File: src/rtl/booth_r4_mult.sv
// Sequential radix-4 Booth multiplier with a start/busy/done handshake.
// It retires one recoded digit per clock and covers both signed and unsigned operands.
module booth_r4_mult #(
  parameter int WIDTH = 8
) (
  input  logic               clk,
  input  logic               rst,
  input  logic               start,
  input  logic               is_signed,
  input  logic [WIDTH-1:0]   multiplicand,
  input  logic [WIDTH-1:0]   multiplier,
  output logic               busy,
  output logic               done,
  output logic [2*WIDTH-1:0] product
);

  localparam int N_DIGITS = WIDTH / 2 + 1;
  localparam int AW       = 2 * WIDTH + 2;
  localparam int BW       = WIDTH + 3;
  localparam int CW       = $clog2(N_DIGITS);
  localparam logic [CW-1:0] LAST_DIGIT = CW'(N_DIGITS - 1);

  typedef enum logic {IDLE, CALC} state_t;

  state_t        state_reg;
  logic [AW-1:0] a_reg;
  logic [AW-1:0] acc_reg;
  logic [BW-1:0] b_reg;
  logic [CW-1:0] cnt_reg;
  logic [AW-1:0] a_ext;
  logic [BW-1:0] b_ext;
  logic [AW-1:0] term;
  logic [AW-1:0] acc_next;

  // Two extra extension bits keep unsigned operands positive when their MSB is set.
  assign a_ext = {{(AW - WIDTH){is_signed & multiplicand[WIDTH-1]}}, multiplicand};
  assign b_ext = {{2{is_signed & multiplier[WIDTH-1]}}, multiplier, 1'b0};

  // a_reg is pre-shifted by 2i and b_reg is pre-shifted right, so the current digit is always b_reg[2:0].
  always_comb begin
    term = '0;
    case (b_reg[2:0])
      3'b001, 3'b010: term = a_reg;
      3'b011:         term = a_reg << 1;
      3'b100:         term = -(a_reg << 1);
      3'b101, 3'b110: term = -a_reg;
      default:        term = '0;
    endcase
    acc_next = acc_reg + term;
  end

  always_ff @(posedge clk or posedge rst) begin
    if (rst) begin
      state_reg <= IDLE;
      a_reg     <= '0;
      b_reg     <= '0;
      acc_reg   <= '0;
      cnt_reg   <= '0;
      busy      <= 1'b0;
      done      <= 1'b0;
      product   <= '0;
    end else begin
      case (state_reg)
        IDLE: begin
          done <= 1'b0;
          if (start) begin
            a_reg     <= a_ext;
            b_reg     <= b_ext;
            acc_reg   <= '0;
            cnt_reg   <= '0;
            busy      <= 1'b1;
            state_reg <= CALC;
          end
        end
        CALC: begin
          acc_reg <= acc_next;
          a_reg   <= a_reg << 2;
          b_reg   <= b_reg >> 2;
          if (cnt_reg == LAST_DIGIT) begin
            state_reg <= IDLE;
            busy      <= 1'b0;
            done      <= 1'b1;
            product   <= acc_next[2*WIDTH-1:0];
          end else begin
            cnt_reg <= cnt_reg + CW'(1);
          end
        end
        default: state_reg <= IDLE;
      endcase
    end
  end

endmodule

File: config.mk
export PLATFORM = sky130hd
export DESIGN_NAME = booth_r4_mult
export DESIGN_NICKNAME = d
export VERILOG_FILES = /design/src/rtl/booth_r4_mult.sv
export SDC_FILE = /design/constraint.sdc
export NUM_CORES = 1
export LEC_CHECK = 0
export CAP_MARGIN = 15
export CORE_MARGIN = 2
export CORE_UTILIZATION = 40
export DETAILED_ROUTE_END_ITERATION = 16
export DONT_BUFFER_PORTS = 1
export PLACE_DENSITY = 0.59
export SYNTH_ARGS = -nofsm -noshare
export SYNTH_HDL_FRONTEND = slang
export SYNTH_SLANG_ARGS = --single-unit
File: constraint.sdc
create_clock -name clk -period 4.5 [get_ports clk]
set_input_delay 0.9 -clock clk [delete_from_list [all_inputs] [get_ports clk]]
set_output_delay 0.9 -clock clk [all_outputs]
set_load 0.01 [all_outputs]
==> key figures <==
Synthesis
  – Avg Cell Area, Syn: 8.63 sq um
  – Synth Area in Simple Gates: 16.0%
  – Post-Synthesis Cells: 506
  – Synth cell types: 55
  – Sequential area share after synthesis: 36.7%
  – Cell taking the most area after synthesis: dfrtp_1
  – Main combinational cell family by area after synthesis: compound AO/OA/AOI/OAI gates
  – Top cell type's share of synthesized area: 36.7%
  – Post-synth EDFFs: 0
  – Compound-Gate Fraction of Synth Area: 19.8%
  – Post-Syn Area: 4370 sq um
  – Number of synthesized register bits: 64
  – Mux contribution to synthesized area: 8.71%
  – Post-synth ARST share: 100%
  – Largest cells by area after synthesis: dfrtp_1, nand2_1, o21ai_0
  – Main flop type after synthesis: dfrtp_1
  – Most frequent cell after synthesis: nand2_1
  – Syn Nets: 545
  – Xor and xnor area share after synthesis: 6.02%
  – Synth warn: 0
  – Adder-cell share of the synthesized area: 5.61%
  – Most frequent cells after synthesis: nand2_1, dfrtp_1, o21ai_0

Timing
  – Worst slew margin: 38.4%
  – Slew Viols, Final: 0
  – Total negative setup slack: 0 ps
  – Hold Vio Cnt, Final: 0
  – Fin crit share: 86.8%
  – Tmin final: 3900 ps
  – Worst-margin pin slew: 921 ps
  – Final setup viols: 0
  – Clock Skews: 16.2 ps
  – Fmax: 256 MHz
  – RSZ-0062 raised after global routing: no

Global routing
  – Antenna violations before repair: 0
  – First-pass GRT wire length: 17,300 microns
  – Grt total ovfl: 0
  – Vias in the first global route: 3,368
  – Largest net degree at the start of global routing: 68
  – GRT Total Usage: 19.1%

Worst setup path
  – Slowest cell on crit path: dfrtp_1
  – CP peak stage delay: 450 ps
  – CP Launch Type: flop
  – Worst EP arrival: 4140 ps
  – Critical path type: reg -> reg
  – CP cell instances: inv_1 > ha_1 > nor3b_1 > and2_2 > nand2b_1 > nor2_1 > a21oi_1 > o22ai_1 > nand2_1 > o21ai_0 > ha_1 > and2_1 > a31oi_1 > o21ai_0 > a21oi_1 > nand3_1 > a31oi_1 > xnor2_1 > mux2_2
  – CP endpoint kind: flop
  – Crit path max fanout: 6
  – Req. time, crit path: 4740 ps

Floorplanning
  – Die ar.: 11,800 sq um
  – Core area: 10,700 sq um
  – Die span in y: 109 microns
  – Row count: 38
  – Die W: 109 microns
  – Initial Util: 40.6%
  – # IOs: 38

Final layout
  – Final nets: 521
  – Synth-to-Final Area Change: 3.64%
  – Fin area: 4530 sq um
  – Layout cells sized above 1: 9.47%
  – Ant diodes: 0

Clock tree
  – Clock sink count: 64
  – Clk slew on worst S/H paths: 70 ps
  – Max Buffers Root-to-Sink: 2
  – Clk_lat worst skew: 360 ps
  – # hold bufs at CTS: 0
  – CTS tree: built
  – Num CTS Buffers: 9
  – Clk root buf: clkbuf_8
  – Postcts setup bufs: 0
  – Post_cts resized: 0
  – CTS H-tree depth: 3

Route
  – DRT iter0 DRCs: 189
  – Detail Route Antenna Nets: 0
  – Vias: 3,503
  – Avg WL per Cell: 16.7 microns
  – # DRC: 0
  – Drt pass-1 iters: 5
  – Total Wirelength: 10,400 microns
  – Via density: 5.60

Place
  – DP Area: 4340 sq um
  – Port Buf Inserts: 0
  – Post-DP HPWL: 7130 microns
  – GP Congestion: 0.898

Job
  – Max cap viols: 0

Power
  – Total chip power: 4.22 mW
  – PD cells: 933 nW/um^2
  – Worst VDD drop: 0.465 mV
  – LEAKAGE: 2.03 nW

Min path
  – Worst hold path class: reg -> reg

Run status
  – Status: complete, no violations
[final cells by class]
cell class | instances | area (sq um)
fill | 1103 | 6220
clock inverter | 4 | 45.0
sequential | 64 | 1600
timing repair buffer | 6 | 45.0
tap | 140 | 175
multi-input combinational | 383 | 2450
inverter | 18 | 67.6
clock buffer | 11 | 141
[worst max-delay path: cells and delay by family, from the launching register on]
| family | cells | cell delay (ps) |
|---|---|---|
| flops | 1 | 450 |
| fa+ha+maj | 2 | 600 |
| buf+inv | 1 | 150 |
| simple gates | 7 | 1150 |
| xor+xnor | 1 | 120 |
| mux | 1 | 270 |
| compound gates | 7 | 1050 |
[cells by family (layout without fill, tap and decap cells)]
family          count (synthesis)  in the layout
compound gates                146            146
xor+xnor                       30             30
fa+ha+maj                      19             19
buf+inv                        59             39
flops                          64             64
mux                            36             36
simple gates                  152            152
[per-stage QoR]
step                util [%]  hold WS [ps]  std cells  worst slack [ps]
CTS                     42.1           490        626               618
global route            42.1           520        626               266
global placement        40.4           467        611               711
detailed placement      40.4           471        611               649
finish                  42.1           488        626               596
floorplan                  -           449        506              1040
[path summary, 6_finish.rpt]
check,startpoint,end,slack (ps),depth (start not counted)
min in group asynchronous,rst,done,550,1
worst max register to register,a_reg[0],product[14],600,19
worst max-delay path,a_reg[0],product[14],600,19
worst min register to register,b_reg[7],b_reg[5],490,2
worst min-delay path,b_reg[7],b_reg[5],490,2
max in group asynchronous,rst,product[3],3050,2
[report_power, final]
group / switching, mW / leakage, nW / internal, mW
combinational: 1.47 / 1.12 / 1.09
clock: 0.230 / 0.0989 / 0.265
sequential: 0.312 / 0.809 / 0.854
total: 2.02 / 2.03 / 2.21
[layout by cell type (no fill, tap or decap), types with 6 or more instances in the layout]
master,instances
nand2_1,82
dfrtp_1,63
o21ai_0,54
a21oi_1,38
nor2_1,29
mux2i_1,20
ha_1,18
inv_1,17
xnor2_1,16
mux2_2,16
xor2_1,14
nand3_1,13
clkbuf_8,10
a21o_1,8
a22oi_1,7
a31oi_1,6
buf_4,6
[metal layers]
| layer | vias to the layer above | wire length (microns) | global-route usage [%] |
|---|---|---|---|
| li1 | 1705 | - | - |
| met1 | 1700 | 4850 | 25.8 |
| met2 | 84 | 4810 | 29.6 |
| met3 | 14 | 589 | 5.30 |
| met4 | 0 | 198 | 6.14 |
| met5 | - | 0 | 0 |
(Power assumes the default switching activity.)
